### src/rtl/synchronous_fifo_counted.sv
// Single-clock FIFO with occupancy count, almost-full/almost-empty thresholds and sticky error flags.
// Zero-latency outputs from registered state; a rejected push or poll sets a sticky flag and changes nothing else.
module synchronous_fifo_counted #(
    parameter int DEPTH      = 4,
    parameter int DATA_WIDTH = 2,
    parameter int AF_THRESH  = DEPTH - 1,
    parameter int AE_THRESH  = 1,
    parameter int CW         = $clog2(DEPTH + 1)
) (
    input  logic                  clk,
    input  logic                  rst,
    input  logic                  push,
    input  logic                  poll,
    input  logic [DATA_WIDTH-1:0] data_in,
    input  logic                  clr_err,
    output logic [DATA_WIDTH-1:0] head,
    output logic [DATA_WIDTH-1:0] tail,
    output logic [CW-1:0]         count,
    output logic                  full,
    output logic                  empty,
    output logic                  almost_full,
    output logic                  almost_empty,
    output logic                  overflow,
    output logic                  underflow
);

    localparam int PW = (DEPTH > 1) ? $clog2(DEPTH) : 1;
    localparam logic [PW-1:0] LAST = PW'(DEPTH - 1);

    logic [DATA_WIDTH-1:0] mem [DEPTH];
    logic [PW-1:0]         rd_ptr;
    logic [PW-1:0]         wr_ptr;
    logic [PW-1:0]         tail_ptr;
    logic                  push_ok;
    logic                  poll_ok;

    // Explicit wrap compare so non-power-of-two depths work.
    function automatic logic [PW-1:0] next_ptr(input logic [PW-1:0] p);
        return (p == LAST) ? '0 : p + PW'(1);
    endfunction

    assign full         = (count == CW'(DEPTH));
    assign empty        = (count == '0);
    assign almost_full  = (count >= CW'(AF_THRESH));
    assign almost_empty = (count <= CW'(AE_THRESH));

    // When full, a simultaneous poll frees the slot the push writes into.
    assign push_ok = push & (~full | poll);
    assign poll_ok = poll & ~empty;

    assign tail_ptr = (wr_ptr == '0) ? LAST : wr_ptr - PW'(1);
    assign head     = empty ? '0 : mem[rd_ptr];
    assign tail     = empty ? '0 : mem[tail_ptr];

    always_ff @(posedge clk) begin
        if (rst) begin
            rd_ptr    <= '0;
            wr_ptr    <= '0;
            count     <= '0;
            overflow  <= 1'b0;
            underflow <= 1'b0;
        end else begin
            if (push_ok) wr_ptr <= next_ptr(wr_ptr);
            if (poll_ok) rd_ptr <= next_ptr(rd_ptr);
            case ({push_ok, poll_ok})
                2'b10:   count <= count + CW'(1);
                2'b01:   count <= count - CW'(1);
                default: count <= count;
            endcase
            // A new error in the same cycle as clr_err wins.
            if (push & ~push_ok)  overflow <= 1'b1;
            else if (clr_err)     overflow <= 1'b0;
            if (poll & ~poll_ok)  underflow <= 1'b1;
            else if (clr_err)     underflow <= 1'b0;
        end
    end

    // Storage carries no reset; contents are only observable while counted.
    always_ff @(posedge clk) begin
        if (!rst && push_ok) mem[wr_ptr] <= data_in;
    end

endmodule

### config.mk
export PLATFORM = sky130hd
export DESIGN_NAME = synchronous_fifo_counted
export DESIGN_NICKNAME = d
export VERILOG_FILES = /design/src/rtl/synchronous_fifo_counted.sv
export SDC_FILE = /design/constraint.sdc
export NUM_CORES = 1
export LEC_CHECK = 0
export CORE_MARGIN = 2
export CORE_UTILIZATION = 50
export CTS_BUF_LIST = sky130_fd_sc_hd__clkbuf_4 sky130_fd_sc_hd__clkbuf_8
export DETAILED_ROUTE_END_ITERATION = 8
export PLACE_DENSITY = 0.77
export RECOVER_POWER = 50
export SYNTH_ARGS = -nofsm -noshare
export SYNTH_HDL_FRONTEND = slang
export SYNTH_SLANG_ARGS = --single-unit
### constraint.sdc
create_clock -name clk -period 3.5 [get_ports clk]
set_clock_uncertainty 0.05 [all_clocks]
set_input_delay 0.875 -clock clk [delete_from_list [all_inputs] [get_ports clk]]
set_output_delay 0.875 -clock clk [all_outputs]
set_load 0.05 [all_outputs]
## Word-level counts from Yosys, hierarchy flattened

Memories as Yosys holds them, arrays and structs flattened. A register that Yosys moved wholly into a read port is not among the register bits.
Index checks and enable logic that the tools add are counted.

- Register bits: 9
- Bits of input ports: 7
- Bits in writable memories: 8
- Memories: 1
- Output and inout bits: 13
- Logic and storage cells: 47

- Reduce and logical (&&, ||, !) cells: 7
- Magnitude comparators: 2
- Eq/ne operators: 5
- Add/subtract/negate cells: 5
- Bitwise logic cells: 9
- Multiplexer cells: 13

Memory list:

| memory | depth | width | rd ports | clocked after Yosys merged registers in | write ports | line | text |
|---|---|---|---|---|---|---|---|
| mem | 4 | 2 | 2 | 1 | 1 | 30 | `logic [DATA_WIDTH-1:0] mem [DEPTH];` |

Operator list:

| operator | number |
|---|---|
| $mux W2 | 7 |
| $eq A2 B2 Y1 const B | 3 |
| $pmux W3 S2 | 1 |
| $reduce_bool A2 Y1 | 3 |
| $mux W1 | 5 |
| $add A2 B1 Y2 const B | 2 |
| $and A1 B1 Y1 | 4 |
| $not A1 Y1 | 4 |
| $add A3 B1 Y3 const B | 1 |
| $eq A3 B3 Y1 const B | 1 |
| $ge A3 B2 Y1 const B | 1 |
| $le A3 B1 Y1 const B | 1 |
| $logic_not A3 Y1 | 1 |
| $sub A3 B1 Y3 const B | 1 |
| $eq A2 B1 Y1 const B | 1 |
| $logic_not A2 Y1 | 1 |
| $sub A2 B1 Y2 const B | 1 |
| $logic_and A1 B1 Y1 | 1 |
| $logic_not A1 Y1 | 1 |
| $or A1 B1 Y1 | 1 |

## Logic depth before layout (Yosys ltp)

Gate-level depths: netlist (run 1).

- Word-level depth: 7
- Gate-level depth with buffers: 9

## Least setup slack after synthesis (run 1)

OpenSTA, ideal clock, no wires.

- Path kind: flip-flop to output port
- Start point: register count[0]
- End point: output head[0]
- Stages on the path, launching flop included: 6
- Data arrival time: 2.240 ns
- Path slack: 0.335 ns
- Cell sequence: dfxtp_1 -> inv_1 -> ha_1 -> nor2b_1 -> buf_2 -> nor2b_1

- Cells in the longest elaborated chain, start to end: 2

Ends and longest elaborated chain:

| element | line | text |
|---|---|---|
| from (decl) | 18 | `output logic [CW-1:0] count,` |
| from (signal assigned) | 66 | `2'b10: count <= count + CW'(1);` |
| from (signal assigned) | 67 | `2'b01: count <= count - CW'(1);` |
| from (signal assigned) | 68 | `default: count <= count;` |
| $logic_not A3 Y1 | 43 | `assign empty = (count == '0);` |
| via empty | 20 | `output logic empty,` |
| $mux W2 | 52 | `assign head = empty ? '0 : mem[rd_ptr];` |
| to (decl) | 16 | `output logic [DATA_WIDTH-1:0] head,` |

The timed path passes the listed nets, and every way through them passes these cells.

## Final worst setup path (run 1)

- Start point: register wr_ptr[0]
- End point: output tail[0]

- Cells in the longest elaborated chain, start to end: 4

Ends and longest elaborated chain:

| element | line | text |
|---|---|---|
| from (decl) | 32 | `logic [PW-1:0] wr_ptr;` |
| from (signal assigned) | 63 | `if (push_ok) wr_ptr <= next_ptr(wr_ptr);` |
| $sub A2 B1 Y2 or $logic_not A2 Y1 (tied branches) | 51 | `assign tail_ptr = (wr_ptr == '0) ? LAST : wr_ptr - PW'(1);` |
| $mux W2 (*) | 51 |  |
| $mem_v2 Z4 W2 (*) | - |  |
| $mux W2 (*) | 53 | `assign tail = empty ? '0 : mem[tail_ptr];` |
| to (decl) | 17 | `output logic [DATA_WIDTH-1:0] tail,` |

Mark *: on every way between the ends. The rest lies on a longest branch, timed or not.

==> results of run 1 <==
critical path, delay by kind of cell, from the launching register on:
family / cells / cell delay [ns]
flops: 1 / 0.41
mux: 1 / 0.50
buf+inv: 2 / 0.53
fa+ha+maj: 1 / 0.22
simple gates: 2 / 0.30
where the power goes:
part | leakage, nW | switching (mW) | internal [mW] | total, mW
Clock | 0.0177 | 0.0664 | 0.0426 | 0.109
Combinational | 0.317 | 0.413 | 0.227 | 0.640
Sequential | 0.163 | 0.0336 | 0.268 | 0.301
what timing repair did:
item                       CTS  global route
cloned                       0             0
setup buffers                0             0
gates resized for setup      1             2
setup endpoints to repair    1             2
synthesized netlist by cell type:
master	count
a211oi_1	1
a21oi_1	6
a31oi_1	1
buf_2	1
clkbuf_1	1
dfxtp_1	11
edfxtp_1	8
ha_1	11
inv_1	7
inv_2	1
mux2_2	1
mux2i_1	1
mux4_2	4
nand2_1	1
nand2b_1	3
nand3b_1	1
nand4_1	1
nor2_1	8
nor2b_1	6
nor2b_2	1
nor3_1	1
nor3b_1	4
o21ai_0	3
o21ai_2	1
o32ai_1	1
or2b_1	1
or4_1	1
xor2_1	2
metrics by stage:
stage | cells | hold slack [ns]
floorplan | 89 | 0.422
global placement | 133 | 0.407
detailed placement | 133 | 0.421
CTS | 137 | 0.437
global route | 137 | 0.473
finish | 137 | 0.453
final timing paths:
| kind | startpoint | end |
|---|---|---|
| max reg2reg | count[0]$_SDFFE_PP0P_ | count[2]$_SDFFE_PP0P_ |
| min | overflow$_SDFFE_PP0P_ | overflow$_SDFFE_PP0P_ |
| max | wr_ptr[0]$_SDFFE_PP0P_ | tail[0] |
| min reg2reg | overflow$_SDFFE_PP0P_ | overflow$_SDFFE_PP0P_ |
cell families (layout without fill, tap and decap cells):
kind of cell    count (synthesis)  count (layout)  synth area share
simple gates                   28              28             0.162
flops                          19              19             0.458
compound gates                 13              13            0.0760
fa+ha+maj                      11              11             0.137
buf+inv                        10              31            0.0386
mux                             6               6             0.111
xor+xnor                        2               2            0.0174
layout make-up:
class | instances | area [µm²]
multi-input combinational | 60 | 508
timing repair buffer | 19 | 191
sequential | 19 | 460
clock inverter | 1 | 5.00
clock buffer | 3 | 22.5
tap | 27 | 33.8
fill | 166 | 671
inverter | 8 | 30.0
routing by layer:
layer,share of wire,wire (µm)
met4,0.016,29
met1,0.46,823
met3,0.042,75
met2,0.48,847
met5,0,0
==> reports/metrics.csv, run 1 <==
metric,value,unit
viasPerCell,5.08,
layout.cells.most_common_list,"13 x clkdlybuf4s50_1, 11 x ha_1, 11 x dfxtp_1",
antenna_found_initial,0,
seq_area_frac_synth,0.458,
rsz0062_at_grt,no,
num_io_pins,20,
hold_path.class,flip-flop to flip-flop,
syn_inst,89,
numCtsBuffers,3,
path_cells,inv_1 -> ha_1 -> nor2b_2 -> mux4_2 -> nor2b_1 -> dlygate4sd2_1,
power.density,839,nW/µm²
post-route-min-period,3.19,ns
grt_busiest_layer,met2,
tritoncts,yes,
fin_area,1250,µm²
final_common_cell,clkdlybuf4s50_1,
whs_path_depth,2,
synth_cell_types,28,
postSynthAreaPerCell,11.3,µm²
status,"complete, no violations",
first_iter_violations,21,
pre_cts_ws,0.348,ns
num_vias,696,
holdBufCountCts,0,
postRouteAntennaNets,0,
drv_cap,0,
syn-cell-area,1000,µm²
first_pass_iters,5,
p_leak,0.497,nW
fin_util,0.651,
synth_top_cell_by_area,edfxtp_1,
drt_wl_total,1.78,mm
finalHoldViolations,0,
grt_overflow,0,
cp.required,2.57,ns
synth-seq-cells,19,
design_power_total,1.05,mW
fp.coreArea,1920,µm²
slowest_stage,mux4_2,
crit_path_start_kind,flip-flop,
end_kind,output port,
grt_max_degree,17,
use_met3,0.0368,
post-dp-hpwl,1.34,mm
finalSetupTns,0,ns
grt_util_met1,0.215,
grt_pass1_wl,2.89,mm
finalCritPeriodShare,0.912,
r2r_cells,6,
vdd_ir_drop_max,0.000833,V
grt_pass1_vias,642,
ys_warn_count,0,
die_h,48.8,µm
die_x,48.8,µm
cts.clk_slew.worst_paths,0.11,ns
syn_nets,107,
num-nets-final,129,
port_buffers,19,
clock_path_buffers,2,
cts-root-buf,clkbuf_4,
drc,0,
drive_above_1_share,0.109,
worst_pin_slew,0.551,ns
synth_top_area_share,0.239,
cts.sinks,19,
areaGrowthSynthToFinish,24.5,%
gp_congestion,0.741,
synthTopCellsByArea,"edfxtp_1 24%, dfxtp_1 22%, ha_1 14%",
slew_headroom,0.632,
setup_violations,0,
critPathKind,flip-flop to output port,
r2r_slack,1.52,ns
wl_per_cell,13.0,µm
antenna_cells_inserted,0,
cp_max_fo,5,
globalRouteMet2Util,0.247,
grt_util_all_layers,0.162,
clk_latency,0.30,ns
htreeDepth,1,
die_area,2380,µm²
worstPathArrival,2.27,ns
clock.fmax,313,MHz
slowest_delay,0.50,ns
num_rows,16,
final-max-slew-violation-count,0,
worst_slack,0.307,ns
dpl_cell_area,1220,µm²
initial_core_util,0.523,
(Power assumes the default switching activity.)
==> inputs of run 2 (changes only) <==
CORE_UTILIZATION = 35   (was 50)
PLACE_DENSITY = 0.57   (was 0.77)
clock period = 3.4 ns   (was 3.5 ns; I/O delays follow)
==> run 2 against run 1 <==
- first-iteration DRC count shrank 24%
- global-route usage shrank 5.0 points
- worst hold slack lost 0.028 ns
- via count shrank 1.1%
- clock power grew 4%
- die area grew 39%
- critical path depth is the same
- largest power group unchanged
==> reports/metrics.csv, run 2 (same netlist as run 1, synthesis figures left out) <==
metric,value,unit,change
cp.required,2.50,ns,-0.07 ns
worstPathArrival,2.29,ns,+0.02 ns
r2r_slack,1.42,ns,-0.10 ns
clk_latency,0.30,ns,about the same
antenna_found_initial,0,,unchanged
num_vias,688,,-1.1%
drv_cap,0,,unchanged
cp_max_fo,5,,unchanged
cts.clk_slew.worst_paths,0.11,ns,about the same
antenna_cells_inserted,0,,unchanged
holdBufCountCts,0,,unchanged
slowest_delay,0.51,ns,about the same
hold_end,overflow$_SDFFE_PP0P_,,
combPwrFrac,0.606,,-0.003
numCtsBuffers,3,,unchanged
whs_path_depth,2,,unchanged
clock_path_buffers,2,,unchanged
die_h,57.6,µm,+18%
dpl_cell_area,1220,µm²,+0.41%
p_leak,0.487,nW,-2.1%
port_buffers,19,,unchanged
grt_pass1_vias,625,,-2.6%
critPathKind,flip-flop to output port,,
die_x,57.6,µm,+18%
rsz0062_at_grt,no,,
tritoncts,yes,,
num_rows,19,,+3
fin_util,0.458,,-0.193
finalSetupTns,0,ns,unchanged
die_area,3320,µm²,+39%
areaGrowthSynthToFinish,24.5,%,unchanged
grt_max_degree,17,,unchanged
r2r_start,count[1]$_SDFFE_PP0P_,,
hold_path.class,flip-flop to flip-flop,,
worst_pin_slew,0.577,ns,+0.0265 ns
gp_congestion,0.726,,-2.0%
end_kind,output port,,
power.density,856,nW/µm²,+2.0%
instances_no_fill,141,,+2.9%
vdd_ir_drop_max,0.000488,V,-41%
pwr-share-clk,0.105,,about the same
postRouteAntennaNets,0,,unchanged
slew_headroom,0.614,,-0.0177
grt_overflow,0,,unchanged
viasPerCell,4.88,,-4.0%
startpoint,wr_ptr[0]$_SDFFE_PP0P_,,
first_iter_violations,16,,-24%
initial_core_util,0.368,,-0.155
power_frac_seq,0.289,,+0.002
num_io_pins,20,,unchanged
fin_area,1250,µm²,unchanged
finalHoldViolations,0,,unchanged
status,"complete, no violations",,
post-dp-hpwl,1.34,mm,-0.53%
timing.hold.ws,0.425,ns,-0.0280 ns
internal_power,543,µW,+1.1%
drt_wl_total,1.75,mm,-1.6%
final_common_cell,clkdlybuf4s50_1,,
drive_above_1_share,0.109,,unchanged
crit_path_start_kind,flip-flop,,
setup_violations,0,,unchanged
finalCritPeriodShare,0.939,,
grt_pass1_wl,2.85,mm,-1.5%
final-max-slew-violation-count,0,,unchanged
layout.cells.most_common_list,"12 x clkdlybuf4s50_1, 11 x ha_1, 11 x dfxtp_1",,
p_switching,528,µW,+3.0%
cts-root-buf,clkbuf_4,,
clock.fmax,313,MHz,
r2r_end,count[2]$_SDFFE_PP0P_,,
post-route-min-period,3.19,ns,
fp.coreArea,2730,µm²,+42%
first_pass_iters,4,,-1
wl_per_cell,12.4,µm,-4.4%
grt_util_all_layers,0.111,,-0.0504
dp.cells,137,,+3.0%
hp-start,overflow$_SDFFE_PP0P_,,
slowest_stage,mux4_2,,
num-nets-final,129,,unchanged
nFillCells,268,,+61%
r2r_cells,7,,+1
htreeDepth,1,,unchanged
path_cells,inv_1 -> ha_1 -> nor2b_2 -> mux4_2 -> nor2b_1 -> dlygate4sd2_1,,
cts.sinks,19,,unchanged
switching_share,0.493,,+0.00478
drc,0,,unchanged
post_cts_buffers,0,,unchanged
[run 2: timing repair]
action                                  4_1_cts  5_1_grt
resized for setup                             3        1
gates cloned                                  0        0
endpoints found under the setup margin        3        2
[run 2: through the flow]
| stage | setup WS [ns] | total power, mW |
|---|---|---|
| CTS | 0.100 | 1.08 |
| finish | 0.208 | 1.07 |
| floorplan | 0.260 | 0.794 |
| global placement | 0.276 | 0.979 |
| detailed placement | 0.242 | 0.981 |
| global route | 0.0389 | 1.14 |
[run 2: worst max-delay path, delay by kind of cell, from the launching register on]
family	cells	cell delay [ns]
simple gates	2	0.31
mux	1	0.51
flops	1	0.42
fa+ha+maj	1	0.22
buf+inv	2	0.53
[run 2: cell type report]
| cell class | count | area, µm² | area share |
|---|---|---|---|
| flip-flops and latches | 19 | 460 | 0.368 |
| well taps | 31 | 38.8 | 0.0310 |
| repair buffers | 19 | 186 | 0.149 |
| inverters | 8 | 30.0 | 0.0240 |
| clock inverters | 1 | 5.00 | 0.00400 |
| clock buffers | 3 | 22.5 | 0.0180 |
| multi-input cells | 60 | 508 | 0.406 |
[run 2: how the worst max path moves through the flow]
stage                     endpoint  slack [ns]  depth (start not counted)
final                      tail[0]        0.21                          6
after global routing       tail[0]        0.04                          6
after CTS                  head[1]        0.10                          5
after detailed placement   tail[0]        0.24                          6
after global placement     tail[0]        0.28                          6
after floorplan            head[0]        0.26                          5
[run 2: power groups by stage]
| stage | clock [mW] | sequential, mW | combinational, mW |
|---|---|---|---|
| floorplan | 0 | 0.371 | 0.424 |
| global placement | 0 | 0.313 | 0.667 |
| detailed placement | 0 | 0.314 | 0.667 |
| CTS | 0.117 | 0.310 | 0.654 |
| global route | 0.127 | 0.317 | 0.695 |
| finish | 0.113 | 0.309 | 0.649 |
[run 2: routing by layer]
| layer | share of wire | GRT usage | up-vias |
|---|---|---|---|
| li1 | - | - | 353 |
| met1 | 0.49 | 0.159 | 317 |
| met2 | 0.44 | 0.161 | 16 |
| met3 | 0.061 | 0.0454 | 2 |
| met4 | 0.0092 | 0.0199 | 0 |
| met5 | 0 | 0 | - |
==> inputs of run 3 (changes only) <==
CORE_UTILIZATION = 40   (was 35)
PLACE_DENSITY = 0.64   (was 0.57)
==> run 3 against run 2 <==
- sequential share of layout area up 0.11 points
- combinational power up 1%
- routed wire length down 2.3%
- setup slack worse by 0.019 ns
- via count up 0.87%
- register-to-register slack worse by 0.38 ns
- flip-flop and latch count unchanged
- final cell count down 0.71%
- first-iteration DRC count down 56%
==> reports/metrics.csv, run 3 (same netlist as run 1, synthesis figures left out) <==
metric,value,unit,change
first_iter_violations,7,,-9
drv_cap,0,,unchanged
r2r_end,count[1]$_SDFFE_PP0P_,,
pwr-share-clk,0.104,,about the same
slowest_delay,0.51,ns,about the same
fin_area,1250,µm²,-0.30%
grt_pass1_wl,2.70,mm,-5.3%
num_io_pins,20,,unchanged
pre_cts_ws,0.225,ns,-0.0163 ns
worstPathArrival,2.31,ns,+0.02 ns
rsz0062_at_grt,no,,
initial_core_util,0.413,,+0.0456
num_vias,694,,+0.87%
holdBufCountCts,0,,unchanged
final_common_cell,clkdlybuf4s50_1,,
whs_path_depth,2,,unchanged
die_area,2930,µm²,-12%
postRouteAntennaNets,0,,unchanged
cp.required,2.50,ns,about the same
clock.fmax,311,MHz,-0.59%
port_buffers,19,,unchanged
internal_power,550,µW,+1.2%
setup_violations,0,,unchanged
final-max-slew-violation-count,0,,unchanged
combPwrFrac,0.610,,+0.004
num-nets-final,129,,unchanged
r2r_start,count[1]$_SDFFE_PP0P_,,
numCtsBuffers,3,,unchanged
register_area,460,µm²,unchanged
grt_util_all_layers,0.133,,+0.0213
nFillCells,229,,-15%
layout.cells.most_common_list,"13 x clkdlybuf4s50_1, 11 x ha_1, 11 x dfxtp_1",,
hp-start,overflow$_SDFFE_PP0P_,,
first_pass_iters,2,,-2
cts-root-buf,clkbuf_4,,
antenna_found_initial,0,,unchanged
design_power_total,1.08,mW,+0.75%
slowest_stage,mux4_2,,
power_frac_seq,0.286,,-0.003
critPathKind,flip-flop to output port,,
die_x,54.1,µm,-6.0%
areaGrowthSynthToFinish,24.2,%,
drt_wl_total,1.71,mm,-2.3%
r2r_cells,8,,+1
p_switching,530,µW,+0.26%
grt_max_degree,17,,unchanged
crit_path_start_kind,flip-flop,,
tritoncts,yes,,
cts_resized,3,,unchanged
worst_pin_slew,0.858,ns,+0.281 ns
clock_path_buffers,2,,unchanged
grt_overflow,0,,unchanged
fin_util,0.513,,+0.0552
end_kind,output port,,
cp_max_fo,5,,unchanged
p_leak,0.485,nW,-0.42%
viasPerCell,4.96,,+1.6%
worst_slack,0.189,ns,-0.0190 ns
post_cts_buffers,0,,unchanged
fp.coreArea,2430,µm²,-11%
finalHoldViolations,0,,unchanged
power.density,865,nW/µm²,+1.1%
htreeDepth,1,,unchanged
clk_latency,0.29,ns,about the same
antenna_cells_inserted,0,,unchanged
path_cells,inv_1 -> ha_1 -> nor2b_2 -> mux4_2 -> nor2b_1 -> dlygate4sd2_1,,
switching_share,0.491,,-0.00240
post-dp-hpwl,1.35,mm,+1.1%
hold_end,overflow$_SDFFE_PP0P_,,
drc,0,,unchanged
num_rows,18,,-1
multi_input_area,504,µm²,-0.74%
dpl_cell_area,1220,µm²,-0.10%
slew_headroom,0.422,,-0.192
gp_congestion,0.766,,+5.5%
wl_per_cell,12.2,µm,-1.6%
hold_path.class,flip-flop to flip-flop,,
drive_above_1_share,0.100,,-0.00909
grt_pass1_vias,589,,-5.8%
finalSetupTns,0,ns,unchanged
vdd_ir_drop_max,0.000732,V,+50%
status,"complete, no violations",,
post-route-min-period,3.21,ns,+0.0190 ns
r2r_slack,1.04,ns,-0.38 ns
cts.clk_slew.worst_paths,0.11,ns,about the same
die_h,54.1,µm,-6.0%
cts.sinks,19,,unchanged
finalCritPeriodShare,0.944,,+0.00558
run 3: changes by cell type in the layout (fill, tap and decap cells not counted):
cell             previous run  this run
clkdlybuf4s50_1            12        13
o21ai_2                     1         0
o21ai_0                     3         4
dlygate4sd2_1               3         2
run 3: worst max path at each step:
stage,slack (ns),endpoint,startpoint,cells past startpoint
2_1_floorplan,0.26,head[0],count[0]$_SDFFE_PP0P_,5
3_3_place_gp,0.28,tail[1],wr_ptr[0]$_SDFFE_PP0P_,6
3_5_place_dp,0.23,tail[1],wr_ptr[0]$_SDFFE_PP0P_,6
4_1_cts,0.19,tail[1],wr_ptr[0]$_SDFFE_PP0P_,6
5_1_grt,0.06,tail[0],wr_ptr[0]$_SDFFE_PP0P_,6
6_report,0.19,tail[0],wr_ptr[0]$_SDFFE_PP0P_,6
run 3: area by class of cell:
class | instances | area share
clock buffer | 3 | 0.0181
clock inverter | 1 | 0.00401
inverter | 8 | 0.0241
multi-input combinational | 60 | 0.404
sequential | 19 | 0.369
tap | 30 | 0.0301
timing repair buffer | 19 | 0.150
run 3: stage by stage:
step / hold slack (ns) / std cells
after floorplan: 0.422 / 89
after global placement: 0.412 / 136
after detailed placement: 0.418 / 136
after CTS: 0.435 / 140
after global routing: 0.456 / 140
final: 0.429 / 140
run 3: per-layer routing:
layer / routed length (µm) / share of wire / vias up / GRT usage
met5: 0 / 0 / - / 0
li1: - / - / 360 / -
met3: 71 / 0.042 / 2 / 0.0361
met4: 13 / 0.0076 / 0 / 0.0625
met2: 790 / 0.46 / 11 / 0.203
met1: 832 / 0.49 / 321 / 0.173
run 3: critical path: cells and delay by family, from the launching register on:
kind,cells,cell delay [ns]
buf+inv,2,0.54
mux,1,0.51
flops,1,0.42
simple gates,2,0.33
fa+ha+maj,1,0.22
run 3: power by group through the flow:
| stage | Sequential (mW) | Clock [mW] | Combinational (mW) |
|---|---|---|---|
| finish | 0.309 | 0.112 | 0.658 |
| global route | 0.316 | 0.126 | 0.707 |
| CTS | 0.309 | 0.116 | 0.665 |
| detailed placement | 0.315 | 0 | 0.670 |
| global placement | 0.314 | 0 | 0.663 |
| floorplan | 0.371 | 0 | 0.424 |
